--- config.mk ---
export PLATFORM = sky130hd
export DESIGN_NAME = dot11_tx_psdu_framer
export DESIGN_NICKNAME = d
export VERILOG_FILES = /design/src/rtl/dot11_tx_psdu_framer.sv
export SDC_FILE = /design/constraint.sdc
export NUM_CORES = 1
export LEC_CHECK = 0
export ABC_AREA = 1
export ABC_CLOCK_PERIOD_IN_PS = 2900
export CAP_MARGIN = 20
export CORE_MARGIN = 3
export CORE_UTILIZATION = 40
export DETAILED_ROUTE_END_ITERATION = 8
export GPL_TIMING_DRIVEN = 0
export PLACE_DENSITY = 0.65
export SLEW_MARGIN = 20
export SYNTH_ARGS = -nofsm -noshare
export SYNTH_HDL_FRONTEND = slang
export SYNTH_SLANG_ARGS = --single-unit
--- constraint.sdc ---
create_clock -name clock -period 2.9 [get_ports clock]
set_clock_uncertainty 0.05 [all_clocks]
set_input_delay 0.435 -clock clock [delete_from_list [all_inputs] [get_ports clock]]
set_output_delay 0.435 -clock clock [all_outputs]
set_load 0.02 [all_outputs]
--- src/rtl/dot11_tx_psdu_framer.sv ---
// 802.11 legacy TX PSDU framer.
// Builds the 24-bit SIGNAL field, passes the MAC payload through a single
// registered output stage and appends the CRC-32 FCS (reflected, LSB first).
module dot11_tx_psdu_framer (
  input  logic        clock,
  input  logic        reset,
  input  logic        enable,
  input  logic        start,
  input  logic [3:0]  pkt_rate,
  input  logic [11:0] pkt_len,
  input  logic [7:0]  byte_in,
  input  logic        byte_in_valid,
  output logic        byte_in_ready,
  output logic [23:0] sig_out,
  output logic        sig_out_strobe,
  output logic [7:0]  byte_out,
  output logic        byte_out_valid,
  input  logic        byte_out_ready,
  output logic [11:0] byte_count,
  output logic        busy,
  output logic        done,
  output logic        err_len
);

  typedef enum logic [1:0] {
    ST_IDLE    = 2'd0,
    ST_SIG     = 2'd1,
    ST_PAYLOAD = 2'd2,
    ST_FCS     = 2'd3
  } state_t;

  state_t      state_q, state_d;
  logic [11:0] len_q, len_d;
  logic [11:0] in_cnt_q, in_cnt_d;
  logic [11:0] byte_count_q, byte_count_d;
  logic [31:0] crc_q, crc_d;
  logic [2:0]  fcs_cnt_q, fcs_cnt_d;
  logic [23:0] sig_q, sig_d;
  logic        strobe_q, strobe_d;
  logic [7:0]  byte_out_q, byte_out_d;
  logic        bov_q, bov_d;
  logic        done_q, done_d;
  logic        err_len_q, err_len_d;

  logic        start_ok, start_bad, stage_free, in_room;
  logic        out_xfer, last_out, in_xfer, last_in, fcs_load;
  logic [31:0] fcs_word;
  logic [7:0]  fcs_byte;

  // One byte of reflected CRC-32 (poly 0xEDB88320), data consumed LSB first.
  function automatic logic [31:0] crc32_byte(input logic [31:0] crc, input logic [7:0] data);
    logic [31:0] c;
    c = crc ^ {24'h000000, data};
    for (int i = 0; i < 8; i++) begin
      c = c[0] ? ((c >> 1) ^ 32'hEDB88320) : (c >> 1);
    end
    return c;
  endfunction

  // SIGNAL field: rate, reserved 0, length, even parity over bits 16:0, tail 0.
  function automatic logic [23:0] sig_field(input logic [3:0] rate, input logic [11:0] len);
    logic [16:0] low;
    low = {len, 1'b0, rate};
    return {6'b000000, ^low, low};
  endfunction

  assign start_ok   = (state_q == ST_IDLE) && enable && start && (pkt_len >= 12'd5);
  assign start_bad  = (state_q == ST_IDLE) && enable && start && (pkt_len < 12'd5);
  assign stage_free = enable && (!bov_q || byte_out_ready);
  assign in_room    = in_cnt_q < (len_q - 12'd4);
  // Downstream may drain a pending byte even while frozen.
  assign out_xfer   = bov_q && byte_out_ready;
  assign last_out   = out_xfer && ((byte_count_q + 12'd1) == len_q);
  assign in_xfer    = byte_in_ready && byte_in_valid;
  assign last_in    = in_xfer && ((in_cnt_q + 12'd1) == (len_q - 12'd4));
  assign fcs_word   = ~crc_q;

  // State register.
  always_ff @(posedge clock or posedge reset) begin
    if (reset) begin
      state_q <= ST_IDLE;
    end else begin
      state_q <= state_d;
    end
  end

  // Next-state decode.
  always_comb begin
    state_d = state_q;
    case (state_q)
      ST_IDLE:    state_d = start_ok ? ST_SIG : ST_IDLE;
      ST_SIG:     state_d = enable ? ST_PAYLOAD : ST_SIG;
      ST_PAYLOAD: state_d = last_in ? ST_FCS : ST_PAYLOAD;
      ST_FCS:     state_d = last_out ? ST_IDLE : ST_FCS;
      default:    state_d = ST_IDLE;
    endcase
  end

  // State-dependent handshake and FCS-load decode.
  always_comb begin
    byte_in_ready = 1'b0;
    fcs_load      = 1'b0;
    case (state_q)
      ST_PAYLOAD: byte_in_ready = stage_free && in_room;
      ST_FCS:     fcs_load      = stage_free && (fcs_cnt_q < 3'd4);
      default: begin
        byte_in_ready = 1'b0;
        fcs_load      = 1'b0;
      end
    endcase
  end

  // Select the FCS byte to emit, low byte of ~CRC first.
  always_comb begin
    case (fcs_cnt_q[1:0])
      2'd0:    fcs_byte = fcs_word[7:0];
      2'd1:    fcs_byte = fcs_word[15:8];
      2'd2:    fcs_byte = fcs_word[23:16];
      2'd3:    fcs_byte = fcs_word[31:24];
      default: fcs_byte = 8'h00;
    endcase
  end

  // Datapath next-state: packet setup, output stage, CRC and counters.
  always_comb begin
    len_d        = len_q;
    in_cnt_d     = in_cnt_q;
    byte_count_d = byte_count_q;
    crc_d        = crc_q;
    fcs_cnt_d    = fcs_cnt_q;
    sig_d        = sig_q;
    strobe_d     = 1'b0;
    byte_out_d   = byte_out_q;
    bov_d        = bov_q;
    done_d       = last_out;
    err_len_d    = start_bad;
    if (start_ok) begin
      len_d        = pkt_len;
      in_cnt_d     = 12'd0;
      byte_count_d = 12'd0;
      crc_d        = 32'hFFFFFFFF;
      fcs_cnt_d    = 3'd0;
      sig_d        = sig_field(pkt_rate, pkt_len);
      strobe_d     = 1'b1;
    end else begin
      strobe_d     = 1'b0;
    end
    if (out_xfer) begin
      bov_d        = 1'b0;
      byte_count_d = byte_count_q + 12'd1;
    end else begin
      bov_d        = bov_q;
    end
    // A reload in the same cycle as a drain keeps the stage full.
    if (in_xfer) begin
      byte_out_d = byte_in;
      bov_d      = 1'b1;
      crc_d      = crc32_byte(crc_q, byte_in);
      in_cnt_d   = in_cnt_q + 12'd1;
    end else if (fcs_load) begin
      byte_out_d = fcs_byte;
      bov_d      = 1'b1;
      fcs_cnt_d  = fcs_cnt_q + 3'd1;
    end else begin
      byte_out_d = byte_out_q;
    end
  end

  // Datapath registers.
  always_ff @(posedge clock or posedge reset) begin
    if (reset) begin
      len_q        <= 12'd0;
      in_cnt_q     <= 12'd0;
      byte_count_q <= 12'd0;
      crc_q        <= 32'hFFFFFFFF;
      fcs_cnt_q    <= 3'd0;
      sig_q        <= 24'd0;
      strobe_q     <= 1'b0;
      byte_out_q   <= 8'd0;
      bov_q        <= 1'b0;
      done_q       <= 1'b0;
      err_len_q    <= 1'b0;
    end else begin
      len_q        <= len_d;
      in_cnt_q     <= in_cnt_d;
      byte_count_q <= byte_count_d;
      crc_q        <= crc_d;
      fcs_cnt_q    <= fcs_cnt_d;
      sig_q        <= sig_d;
      strobe_q     <= strobe_d;
      byte_out_q   <= byte_out_d;
      bov_q        <= bov_d;
      done_q       <= done_d;
      err_len_q    <= err_len_d;
    end
  end

  assign sig_out        = sig_q;
  assign sig_out_strobe = strobe_q;
  assign byte_out       = byte_out_q;
  assign byte_out_valid = bov_q;
  assign byte_count     = byte_count_q;
  assign busy           = (state_q != ST_IDLE);
  assign done           = done_q;
  assign err_len        = err_len_q;

endmodule

==> metrics.txt, run 1 <==
status finished with violations; failing checks negative setup slack; cell count after synthesis 865; top-level I/O count 80; worst-case clock buffer depth 2; Least-Margin Pin Slew 0.576 ns; Core Region 15500 um^2; CTS tree done; Leak 4.14 nW; CP dominant cell by count buf_4; Initial Utilization 41.8%; fin nets 1046; min cycle time layout 2.96 ns; # setup viols final 3; initial antenna violation count 0; Global Route Usage Sum 20.6%; Avg Cell Area, Syn 7.51 um^2; First DRT Iteration DRCs 340; Yosys warning total 0; final hold slack 0.330 ns; fin crit share 102%; Area Growth Syn to Fin 34.7%; Synth Register Bits 90; post-synthesis cell area 6490 um^2; max-cap viol count 0; CTS clk-pin slew, worst paths 0.07 ns; kind of critical path reg2reg; worst vdd ir 0.295 mV; Min-Delay Path Class in2async; CP max-delay cell dfrtp_2; drt total wl 19100 um; EDFF count, synth 0; Initial DRT Pass Iterations 5; first-pass GRT wire length 29300 um; Buffers on Ports 72; main flop type after synthesis dfrtp_1; ANT cells 0; H-Tree Depth 3; clk root buf clkbuf_16; commonest cells after routing, fill and taps aside nand2_1, inv_1, clkdlybuf4s50_1, nor2_1, nand3_1; total die area 17800 um^2; Antenna Violating Nets Remaining 0; vias after detailed routing 6125; endpoints failing hold 0; Die Y 133 um; Setup crit end kind register; commonest non-fill, non-tap cell in the layout nand2_1; Req. time, crit path 3.05 ns; CTS Buf Count 9; Final HPWL DP 13100 um; pin count of the biggest net entering global routing 74; Clk Latency, worst-skew pair 0.35 ns; Die Span X 133 um; Worst path top cell family by delay buffers and inverters; ys async rst share 100%; residual DRC count 0; Power Dens Cells 361 nW/um^2; WP data arrival 3.12 ns; worst stage delay on the critical path 0.45 ns; GRT Residual Overflow 0; WP buf/inv 12; vias in the first global route 5638; share of cells above drive strength 1 23.4%; CP Launch Type register; Sink Count 90; unrepaired setup endpoints after global routing yes; top achievable clock speed 0.338 GHz; CP max FO 5; detailed-route wire length per cell 15.7 um; vias per inst 5.05; post-route setup slack -0.0615 ns; Max-slew headroom 61.6%; Rows 45; Post-CTS Hold Fix Bufs 0; post-synthesis sequential area ratio 35.3%; Distinct cells, synth 42; Layout Utilization 56.3%; Slew Limit Fails 0; GPL Wtd Cong 0.869; cells along the critical path inv_2 > ha_4 > nand2_4 > inv_2 > nand2_1 > nand2_1 > nand2_2 > buf_4 > buf_4 > buf_4 > buf_4 > buf_4 > buf_4 > buf_4 > buf_4 > buf_4 > buf_4 > nand3_2 > nand2_2 > nand2_2 > nor2_4 > nand3_2 > nand4_1
[through the flow]
stage	worst slack (ns)	cell area (um^2)	TNS (ns)	power, W	std cells
finish	-0.0615	8750	-0.0701	0.00316	1213
global route	-0.158	8750	-5.93	0.00331	1213
CTS	0.0125	8220	0	0.00319	1202
detailed placement	-0.735	7540	-33.01	0.00198	1155
global placement	-1.56	7500	-141.71	0.00197	1154
floorplan	0.0126	6520	0	0.00178	871
[cell usage after synthesis, types with 11 or more instances]
library cell  instances  area share, %
o21ai_0              29            2.2
nand2_1             241             14
nand4_1              13            1.3
a21oi_1              27            2.1
o211ai_1             18            2.1
o22ai_1              11            1.1
xnor2_1              19            2.6
ha_1                 19            3.7
nand3_1              65            5.0
dfstp_2              32             13
dfrtp_1              58             22
xor2_1               56            7.6
nor2_1               78            4.5
inv_1               107            6.2
[sequential cells by signal, summed over array words and instances, names as in the netlist]
name / flops
byte_out_valid: 1
len_q: 11
byte_count: 12
done: 1
fcs_cnt_q: 3
err_len: 1
in_cnt_q: 12
state_q: 2
sig_out_strobe: 1
crc_q: 32
sig_out: 6
byte_out: 8
[kinds of logic after synthesis]
logic type      after synthesis  share of synthesized area [%]
fa+ha+maj                    19                           3.66
compound gates              103                           9.40
buf+inv                     136                           8.36
other cells                   1                         0.0577
xor+xnor                     91                           15.4
simple gates                425                           27.8
flops                        90                           35.3
[power breakdown]
group / total, W / internal (W) / switching [W]
clock network: 0.00119 / 0.000670 / 0.000521
logic: 0.000644 / 0.000266 / 0.000378
registers: 0.00133 / 0.00129 / 0.0000394
[what timing repair did]
action,in CTS,in global routing
endpoints found under the hold margin,0,0
resized for setup,55,109
pin swaps,11,26
gates cloned,0,3
setup buffers,31,8
setup endpoints to repair,55,55
[per-layer routing]
metal  track usage [%]  vias to the layer above  share of wire (%)
li1                  -                     3016                  -
met1              27.3                     2900                 44
met2              34.2                      182                 49
met3              4.12                       27                5.2
met4              6.23                        0                1.8
met5                 0                        -                  0
[final cells by class]
type / instances / area [um^2]
repair buffers: 115 / 1150
inverters: 112 / 430
clock buffers: 11 / 233
plain buffers: 24 / 223
clock inverters: 5 / 56.3
multi-input cells: 645 / 4090
fillers: 1434 / 6790
well taps: 211 / 264
flip-flops and latches: 90 / 2300
[path summary, 6_finish.rpt]
check / startpoint / end / slack (ns) / depth (start not counted)
worst max-delay path: len_q[3]$_DFFE_PP0P_ / state_q[0]$_DFF_PP0_ / -0.06 / 23
worst min-delay path: reset / byte_out[5]$_DFFE_PP0P_ / 0.33 / 2
worst max register to register: len_q[3]$_DFFE_PP0P_ / state_q[0]$_DFF_PP0_ / -0.06 / 23
worst min register to register: sig_out[3]$_DFFE_PP0P_ / sig_out[3]$_DFFE_PP0P_ / 0.43 / 2
max in group asynchronous: reset / crc_q[19]$_DFFE_PP1P_ / 1.81 / 3
min in group clock: sig_out[3]$_DFFE_PP0P_ / sig_out[3]$_DFFE_PP0P_ / 0.43 / 2
Power figures use the tool's default switching activity.
==> inputs of run 2 (changes only) <==
--- a/config.mk
+++ b/config.mk
@@ -7,13 +7,11 @@
 export LEC_CHECK = 0
 export ABC_AREA = 1
 export ABC_CLOCK_PERIOD_IN_PS = 2900
-export CAP_MARGIN = 20
 export CORE_MARGIN = 3
 export CORE_UTILIZATION = 40
 export DETAILED_ROUTE_END_ITERATION = 8
 export GPL_TIMING_DRIVEN = 0
 export PLACE_DENSITY = 0.65
-export SLEW_MARGIN = 20
 export SYNTH_ARGS = -nofsm -noshare
 export SYNTH_HDL_FRONTEND = slang
 export SYNTH_SLANG_ARGS = --single-unit
==> run 2 against run 1 <==
Compared with the run above: fmax fell by 0.47%; sequential power barely moved; the flow still finishes with violations (negative setup slack); critical path depth rose by 1; largest power group unchanged; cell area rose by 0.24%; clock power barely moved; sequential cell count did not move; non-clock buffer count fell by 2; utilization rose by 0.14 points; die area did not move; hold slack improved by 0.10 ns; total power fell by 0.15%; worst setup slack got worse by 0.014 ns.
==> metrics.txt, run 2 (synthesized netlist as in run 1, its figures left out) <==
Worst Hold End sig_out[3]$_DFFE_PP0P_; Req. time, crit path 3.06 ns; R2R setup slack -0.08 ns; unrepaired setup endpoints after global routing yes; pin count of the biggest net entering global routing 48; ANT cells 0; Metal-1 WL 8810 um; residual DRC count 0; total die area 17800 um^2; clk root buf clkbuf_16; post-route setup slack -0.0754 ns; Initial DRT Pass Iterations 6; detailed-route wire length per cell 16.1 um; CTS tree done; Switching Power 0.000931 W; Comb power frac 20.3%; worst reg2reg path depth 24; worst stage delay on the critical path 0.42 ns; Worst path top cell family by delay buffers and inverters; Top Metal Used met4; Min-Delay Path Class reg2reg; Die Span X 133 um; Reg power frac 42.0%; Clock power frac 37.6%; failing checks negative setup slack; # setup viols final 2; fin nets 1045; top achievable clock speed 0.336 GHz; metal3 WL 894 um; Area Growth Syn to Fin 35.0%; Setup crit end kind register; CP max-delay cell dfrtp_2; CP dominant cell by count buf_4; GPL Wtd Cong 0.869; DR WL met2 9560 um; Die Y 133 um; WP data arrival 3.13 ns; WP buf/inv 13; kind of critical path reg2reg; commonest cells after routing, fill and taps aside nand2_1, inv_1, clkdlybuf4s50_1, nand3_1, xor2_1; P_int 0.00223 W; commonest non-fill, non-tap cell in the layout nand2_1; top-level I/O count 80; CTS Buf Count 9; initial antenna violation count 0; status finished with violations; fin crit share 103%; switching part of the total 29.5%; Power Dens Cells 360 nW/um^2; worst vdd ir 0.299 mV; Global Route Usage Sum 20.6%; Post-DP Area 7530 um^2; final hold slack 0.434 ns; Layout Utilization 56.4%; reg2reg end state_q[0]$_DFF_PP0_; Leak 4.16 nW; max-cap viol count 0; endpoints failing hold 0; reg2reg start len_q[2]$_DFFE_PP0P_; cells along the critical path inv_2 > buf_8 > ha_4 > nand2_4 > inv_2 > nand2_1 > nand2_1 > nand2_2 > buf_4 > buf_4 > buf_4 > buf_4 > buf_4 > buf_4 > buf_4 > buf_4 > buf_4 > buf_4 > nand3_1 > nand2_1 > nand2_1 > nor2_2 > nand3_2 > nand4_1; hold path startpoint sig_out[3]$_DFFE_PP0P_; vias in the first global route 5560; Buffers on Ports 72; top register by number of flip-flops crc_q; Sink Count 90; worst-case clock buffer depth 2; Final HPWL DP 13100 um; Core Region 15500 um^2; CTS clk-pin slew, worst paths 0.07 ns; Initial Utilization 41.8%; first-pass GRT wire length 29300 um; vias after detailed routing 6108; vias per inst 5.04; final instance area 8770 um^2; Rows 45; H-Tree Depth 3; Antenna Violating Nets Remaining 0; CP Launch Type register; dpl ws -0.733 ns; final non-filler cell total 1212; drt total wl 19600 um; CP max FO 5; Clk Latency, worst-skew pair 0.35 ns; worst hold path depth 2; min cycle time layout 2.98 ns; Least-Margin Pin Slew 0.687 ns; GRT Residual Overflow 0; share of cells above drive strength 1 22.9%; Slew Limit Fails 0; max FFs per register 32; First DRT Iteration DRCs 396; Placed Cells 1155; Max-slew headroom 53.9%
## run 2: metrics by stage
step,TNS (ns),total power (W)
6_report,-0.0907,0.00316
5_1_grt,-4.35,0.00330
4_1_cts,-0.0269,0.00319
3_5_place_dp,-32.08,0.00198
3_3_place_gp,-141.71,0.00197
2_1_floorplan,0,0.00178
## run 2: worst max path at each step
stage	startpoint	endpoint	cells past startpoint
after CTS	len_q[2]$_DFFE_PP0P_	byte_in_ready	15
after global routing	len_q[4]$_DFFE_PP0P_	state_q[0]$_DFF_PP0_	22
final	len_q[2]$_DFFE_PP0P_	state_q[0]$_DFF_PP0_	24
after detailed placement	len_q[2]$_DFFE_PP0P_	in_cnt_q[4]$_DFFE_PP0P_	17
after global placement	reset	byte_count[7]$_DFFE_PP0P_	2
after floorplan	len_q[2]$_DFFE_PP0P_	crc_q[16]$_DFFE_PP1P_	19
## run 2: layout make-up
| cell class | instances | area [um^2] |
|---|---|---|
| fill | 1439 | 6770 |
| clock inverter | 4 | 51.3 |
| timing repair buffer | 113 | 1170 |
| tap | 211 | 264 |
| buffer | 24 | 231 |
| clock buffer | 12 | 236 |
| sequential | 90 | 2300 |
| multi-input combinational | 646 | 4090 |
| inverter | 112 | 428 |
## run 2: power groups by stage
stage / registers, W / clock network, W / logic [W]
floorplan: 0.00138 / 0 / 0.000400
global placement: 0.00135 / 0 / 0.000624
detailed placement: 0.00135 / 0 / 0.000633
CTS: 0.00133 / 0.00122 / 0.000638
global route: 0.00133 / 0.00126 / 0.000703
finish: 0.00133 / 0.00119 / 0.000642
## run 2: layer usage
| layer | GRT usage [%] | vias to the layer above |
|---|---|---|
| met4 | 5.49 | 0 |
| met3 | 4.15 | 20 |
| met5 | 0 | - |
| met2 | 33.9 | 178 |
| met1 | 27.9 | 2895 |
| li1 | - | 3015 |
## run 2: timing repair
item                       in CTS  in global routing
setup endpoints to repair      55                 55
hold buffers                    0                  0
buffers inserted               27                  9
gates cloned                    0                  5
resized for setup              51                113
pin swaps                       9                 32
## run 2: tightest hold or removal path: cells and delay by family (launching register included)
kind | cells | cell delay, ns
AND/OR/NAND/NOR | 2 | 0.11
flip-flops | 1 | 0.34
